===== config.mk =====
export PLATFORM = sky130hd
export DESIGN_NAME = crowd_hold_mc_flat
export DESIGN_NICKNAME = d
export VERILOG_FILES = /design/src/rtl/crowd_hold_mc_if.sv /design/src/rtl/crowd_hold_mc.sv /design/src/flat_wrapper.sv
export SDC_FILE = /design/constraint.sdc
export NUM_CORES = 1
export LEC_CHECK = 0
export BUFFER_PORTS_ARGS = -buffer_cell sky130_fd_sc_hd__buf_4
export CORE_UTILIZATION = 67
export DETAILED_ROUTE_END_ITERATION = 10
export PLACE_DENSITY = 0.93
export SETUP_SLACK_MARGIN = 0.02
export SLEW_MARGIN = 20
export SYNTH_ARGS = -nofsm -noshare
export SYNTH_HDL_FRONTEND = slang
export SYNTH_SLANG_ARGS = --single-unit

===== constraint.sdc =====
create_clock -name Clk -period 9.23 [get_ports Clk]
set_clock_uncertainty 0.1 [all_clocks]
set_input_delay 2.769 -clock Clk [delete_from_list [all_inputs] [get_ports Clk]]
set_output_delay 2.769 -clock Clk [all_outputs]
set_load 0.01 [all_outputs]

===== src/rtl/crowd_hold_mc_if.sv =====
// Crowd-detector bundle: global enable and per-channel sensors in,
// per-channel hold/timeout flags and the aggregate hold summary out.
interface crowd_hold_mc_if #(
   parameter int CH = 4
);
   localparam int IDW = $clog2(CH);

   logic            Enable;
   logic [CH-1:0]   CrowdSignal;
   logic [CH-1:0]   HoldVec;
   logic [CH-1:0]   Timeout;
   logic            AnyHold;
   logic [IDW-1:0]  HoldId;

   // Driver side: the phase sequencer / environment.
   modport master (
      output Enable, CrowdSignal,
      input  HoldVec, Timeout, AnyHold, HoldId
   );

   // Detector side.
   modport slave (
      input  Enable, CrowdSignal,
      output HoldVec, Timeout, AnyHold, HoldId
   );
endinterface


===== src/rtl/crowd_hold_mc.sv =====
// Multi-channel crowd detector. Each channel debounces its sensor into a
// hold request with release hysteresis, a hard hold-time limit and a
// post-timeout cooldown. Aggregates give "any hold" and the lowest holder.
module crowd_hold_mc #(
   parameter int CH       = 4,
   parameter int CW       = 8,
   parameter int ON_CYC   = 10,
   parameter int OFF_CYC  = 3,
   parameter int MAX_HOLD = 50,
   parameter int COOL_CYC = 20
) (
   input  logic             Clk,
   input  logic             Rst,
   crowd_hold_mc_if.slave   bus
);
   localparam int IDW = $clog2(CH);

   localparam logic [2:0] ST_IDLE      = 3'd0;
   localparam logic [2:0] ST_ARMING    = 3'd1;
   localparam logic [2:0] ST_HOLD      = 3'd2;
   localparam logic [2:0] ST_RELEASING = 3'd3;
   localparam logic [2:0] ST_COOLDOWN  = 3'd4;

   // Terminal counts: a phase ends on the edge where the counter reads N-1.
   localparam logic [CW-1:0] ON_LAST   = CW'(ON_CYC - 1);
   localparam logic [CW-1:0] OFF_LAST  = CW'(OFF_CYC - 1);
   localparam logic [CW-1:0] HT_LAST   = CW'(MAX_HOLD - 1);
   localparam logic [CW-1:0] COOL_LAST = CW'(COOL_CYC - 1);

   logic [2:0]    r_state [CH];
   logic [CW-1:0] r_cnt   [CH];
   logic [CW-1:0] r_ht    [CH];
   logic [CH-1:0] r_hold;
   logic [CH-1:0] r_timeout;
   logic [IDW-1:0] w_hold_id;

   // Per-channel state machines; Enable low parks every channel in IDLE.
   // NOTE: all state here uses non-blocking assignment so every channel
   // sees the pre-edge values regardless of statement order.
   always_ff @(posedge Clk or posedge Rst) begin
      if (Rst) begin
         // NOTE: these per-channel arrays are plain flops, not RAM, so they
         // are reset explicitly; a mid-run reset must discard all progress.
         for (int i = 0; i < CH; i++) begin
            r_state[i] <= ST_IDLE;
            r_cnt[i]   <= '0;
            r_ht[i]    <= '0;
         end
         r_hold    <= '0;
         r_timeout <= '0;
      end else if (!bus.Enable) begin
         for (int i = 0; i < CH; i++) begin
            r_state[i] <= ST_IDLE;
            r_cnt[i]   <= '0;
            r_ht[i]    <= '0;
         end
         r_hold    <= '0;
         r_timeout <= '0;
      end else begin
         r_timeout <= '0;
         for (int i = 0; i < CH; i++) begin
            case (r_state[i])
               ST_IDLE: begin
                  if (bus.CrowdSignal[i]) begin
                     if (ON_CYC == 1) begin
                        r_state[i] <= ST_HOLD;
                        r_hold[i]  <= 1'b1;
                        r_ht[i]    <= '0;
                        r_cnt[i]   <= '0;
                     end else begin
                        r_state[i] <= ST_ARMING;
                        r_cnt[i]   <= CW'(1);
                     end
                  end
               end
               ST_ARMING: begin
                  if (!bus.CrowdSignal[i]) begin
                     r_state[i] <= ST_IDLE;
                     r_cnt[i]   <= '0;
                  end else if (r_cnt[i] == ON_LAST) begin
                     r_state[i] <= ST_HOLD;
                     r_hold[i]  <= 1'b1;
                     r_ht[i]    <= '0;
                     r_cnt[i]   <= '0;
                  end else begin
                     r_cnt[i] <= r_cnt[i] + 1'b1;
                  end
               end
               ST_HOLD, ST_RELEASING: begin
                  // The hold-time limit wins over anything the sensor does.
                  if (r_ht[i] == HT_LAST) begin
                     r_state[i]   <= ST_COOLDOWN;
                     r_hold[i]    <= 1'b0;
                     r_timeout[i] <= 1'b1;
                     r_cnt[i]     <= '0;
                     r_ht[i]      <= '0;
                  end else begin
                     r_ht[i] <= r_ht[i] + 1'b1;
                     if (bus.CrowdSignal[i]) begin
                        r_state[i] <= ST_HOLD;
                        r_cnt[i]   <= '0;
                     end else if ((r_state[i] == ST_HOLD && OFF_CYC == 1) ||
                                  (r_state[i] == ST_RELEASING && r_cnt[i] == OFF_LAST)) begin
                        r_state[i] <= ST_IDLE;
                        r_hold[i]  <= 1'b0;
                        r_cnt[i]   <= '0;
                        r_ht[i]    <= '0;
                     end else if (r_state[i] == ST_HOLD) begin
                        r_state[i] <= ST_RELEASING;
                        r_cnt[i]   <= CW'(1);
                     end else begin
                        r_cnt[i] <= r_cnt[i] + 1'b1;
                     end
                  end
               end
               ST_COOLDOWN: begin
                  // Sensor ignored; always exits to IDLE so the channel re-arms.
                  if (r_cnt[i] == COOL_LAST) begin
                     r_state[i] <= ST_IDLE;
                     r_cnt[i]   <= '0;
                  end else begin
                     r_cnt[i] <= r_cnt[i] + 1'b1;
                  end
               end
               default: begin
                  r_state[i] <= ST_IDLE;
                  r_hold[i]  <= 1'b0;
                  r_cnt[i]   <= '0;
                  r_ht[i]    <= '0;
               end
            endcase
         end
      end
   end

   // Lowest-index holder; scanning downward lets the lowest index win.
   // NOTE: default assigned first so no path leaves w_hold_id unassigned (no latch).
   always_comb begin
      w_hold_id = '0;
      for (int i = CH - 1; i >= 0; i--) begin
         if (r_hold[i]) w_hold_id = IDW'(i);
      end
   end

   assign bus.HoldVec = r_hold;
   assign bus.Timeout = r_timeout;
   assign bus.AnyHold = |r_hold;
   assign bus.HoldId  = w_hold_id;
endmodule


===== src/flat_wrapper.sv =====
// flat-port wrapper written by rule: the top's interface ports become plain ports
module crowd_hold_mc_flat 
#(
   parameter int CH       = 4,
   parameter int CW       = 8,
   parameter int ON_CYC   = 10,
   parameter int OFF_CYC  = 3,
   parameter int MAX_HOLD = 50,
   parameter int COOL_CYC = 20
)
  (Clk, Rst, bus_Enable, bus_CrowdSignal, bus_HoldVec, bus_Timeout, bus_AnyHold, bus_HoldId);
  crowd_hold_mc_if #(.CH(CH)) bus_i ();
  input  logic Clk;
  input  logic Rst;
  input wire logic [$bits(bus_i.Enable)-1:0] bus_Enable;
  input wire logic [$bits(bus_i.CrowdSignal)-1:0] bus_CrowdSignal;
  output wire logic [$bits(bus_i.HoldVec)-1:0] bus_HoldVec;
  output wire logic [$bits(bus_i.Timeout)-1:0] bus_Timeout;
  output wire logic [$bits(bus_i.AnyHold)-1:0] bus_AnyHold;
  output wire logic [$bits(bus_i.HoldId)-1:0] bus_HoldId;
  assign bus_i.Enable = bus_Enable;
  assign bus_i.CrowdSignal = bus_CrowdSignal;
  assign bus_HoldVec = bus_i.HoldVec;
  assign bus_Timeout = bus_i.Timeout;
  assign bus_AnyHold = bus_i.AnyHold;
  assign bus_HoldId = bus_i.HoldId;
  crowd_hold_mc #(.CH(CH), .CW(CW), .ON_CYC(ON_CYC), .OFF_CYC(OFF_CYC), .MAX_HOLD(MAX_HOLD), .COOL_CYC(COOL_CYC)) u_core (.Clk(Clk), .Rst(Rst), .bus(bus_i));
endmodule

==> impl_metrics.tcl <==
set metrics [dict create \
    cp_max_fo 18 \
    synth_nets 605 \
    die_h_um 88.46 \
    holdPathStages 1 \
    grt_use_met3_pct 6.063 \
    critical_path_class "in -> reg" \
    grt_pass1_vias 4063 \
    cts-resized-gates 0 \
    synthTopCellsByArea "dfrtp_1, o21ai_0, ha_1" \
    crit_slowest_cell "a31oi_1" \
    gr-max-usage-layer "met2" \
    core_sq_um 7253 \
    post-dp-hpwl_mm 7.579 \
    syn_inst 578 \
    synth_edf_count 0 \
    synth_seq_cells 84 \
    fmax_mhz 225.1 \
    cts.htree.levels 3 \
    ant_nets 0 \
    use_met2_pct 50.07 \
    die-area_sq_um 7825 \
    cp_data_arrival_time_ps 4590 \
    ys_seq_area_share_pct 41.97 \
    crit_family "compound AO/OA/AOI/OAI gates" \
    cts_hold_buf 0 \
    met1_usage_pct 37.26 \
    post_cts_buffers 0 \
    numCtsBuffers 9 \
    period_share_pct 48.13 \
    ys.warnings.count 0 \
    worstMarginPinSlew_ps 907.8 \
    place.gp.congestion 0.9709 \
    p_leak_nw 2.429 \
    via_per_inst 6.418 \
    cts.sinks 84 \
    fin_area_sq_um 5395 \
    drc 0 \
    final_cells 693 \
    wl_per_cell_um 15.79 \
    start_util_pct 69.05 \
    vias 4448 \
    slew_headroom_pct 39.01 \
    drtPass1Iterations 5 \
    end_kind "register" \
    drt_iter0_markers 309 \
    final_cell_mix "dfrtp_1, nand2_1, nor2_1" \
    syn_area_per_cell_sq_um 8.665 \
    grt_util_all_layers_pct 29.36 \
    routed_wl_mm 10.94 \
    slowest_delay_ps 620 \
    place_inst 677 \
    grt_first_pass_wirelength_mm 17.98 \
    rsz0062_at_grt "no" \
    grt_max_degree 85 \
    antenna_found_initial 0 \
    synth_top_area_share_pct 41.97 \
    yosys.area.top_type "dfrtp_1" \
    layout-drive-gt1-share_pct 8.418 \
    crit_path_cell_trace "buf_4 > inv_1 > a211o_1 > a31oi_1 > nand4b_1 > xor2_1 > nor2_1" \
    syn_area_sq_um 5009 \
    yosysUniqueCellTypes 61 \
    clockBufferDepth 2 \
    power_density_nw_per_um2 151.4 \
    post-route-min-period_ps 4442 \
    io_pins 18 \
    postLayoutCoreUtil_pct 74.38 \
    setup_tns_ps 0 \
    hold_path.class "reg -> reg" \
    syn_to_final_growth_pct 7.719 \
    fin_nets 616 \
    synthArstFlopShare_pct 100.0 \
    place_area_sq_um 5197 \
    die_x_um 88.46 \
    ir_drop_uv 104.2 \
    hold_violations 0 \
    cts_root_buffer "clkbuf_8" \
    cts_tree "built" \
    drv_slew 0 \
    cp-start-kind "input pin" \
    clkTransAtPathRegs_ps 90 \
    diodes 0 \
    rows 31 \
    status "finished clean" \
    io_buffers 17 \
    grt_overflow 0 \
    maxCapViolCount 0 \
    critical_path_required_ps 9380 \
    rr_worst_depth 6 \
    clock_latency_ps 360 \
    worst-path-stages 7 \
    critPathBufInv 2 \
    final_common_cell "dfrtp_1" \
    ys.flop_type "dfrtp_1" \
    setup_viol 0 \
]
path summary, 6_finish.rpt:
path	from	slack, ps	end
min in group asynchronous	Rst	2510	u_core.r_ht[2]
min	u_core.r_cnt[7]	400	u_core.r_cnt[7]
max in group asynchronous	Rst	6030	u_core.r_cnt[9]
min reg2reg	u_core.r_cnt[7]	400	u_core.r_cnt[7]
max reg2reg	u_core.r_cnt[26]	6210	u_core.bus.HoldVec[0]
max	bus_Enable	4790	u_core.r_ht[21]
synth_stat cells, types with 4 or more instances:
library cell	instances
dfrtp_1	84
nor3_1	15
a31oi_1	12
o22ai_1	5
o41ai_1	7
a21o_1	8
a21oi_1	26
o21ai_1	9
o21ai_0	52
xor2_1	8
and3_1	12
or3_1	7
a211oi_1	6
clkbuf_1	15
or4_1	4
nor2_1	55
nand4_1	9
ha_1	20
o31ai_1	6
inv_1	30
nor4_1	6
nand2_1	59
a211o_1	4
nor3b_1	4
nor2b_1	10
nand2b_1	15
xnor2_1	6
nor4b_1	4
nand3_1	25
power by group:
part / leakage (nW) / switching (W) / internal (W)
logic: 1.18 / 0.0000871 / 0.0000562
clock network: 0.0931 / 0.000133 / 0.000124
registers: 1.16 / 0.0000319 / 0.000384
metal layers:
metal,up-vias,wire (um)
met4,0,159
met3,17,665
li1,2124,-
met2,197,5375
met1,2110,4743
met5,-,0
worst reg2reg max path: stages (launching register included):
cell	delay, ps
dfrtp_1	440
or4_4	570
or4_4	530
o2111ai_1	740
inv_1	170
o21ai_0	240
o41ai_1	110
state kept, by name (all words and copies together), names as in the netlist:
signal	count
u_core.r_cnt	32
u_core.r_ht	32
u_core.r_state	12
u_core.bus.HoldVec	4
u_core.bus.Timeout	4
stage by stage:
step,setup slack [ps],hold slack (ps),total power (W)
after floorplan,4196,346.6,0.0005174
after global placement,4562,367.2,0.0005536
after detailed placement,4479,388.7,0.0005616
after CTS,4853,403.9,0.0008175
after global routing,4519,423.4,0.0008531
final,4788,397.5,0.0008167
layout make-up:
cell class | instances | area, sq um
inverters | 30 | 113.9
multi-input cells | 446 | 2733
fillers | 522 | 1858
clock buffers | 11 | 131.4
repair buffers | 18 | 138.9
clock inverters | 5 | 52.55
well taps | 99 | 123.9
flip-flops and latches | 84 | 2102
cells by family after synthesis:
logic type,count (synthesis),synth area share [%]
multiplexers,3,0.5996
adder cells (fa/ha/maj),20,4.996
AND/OR/NAND/NOR,248,25.78
AO/OA/AOI/OAI,161,20.53
XOR/XNOR,14,2.448
flip-flops,84,41.97
buffers and inverters,48,3.672
(Power assumes the default switching activity.)
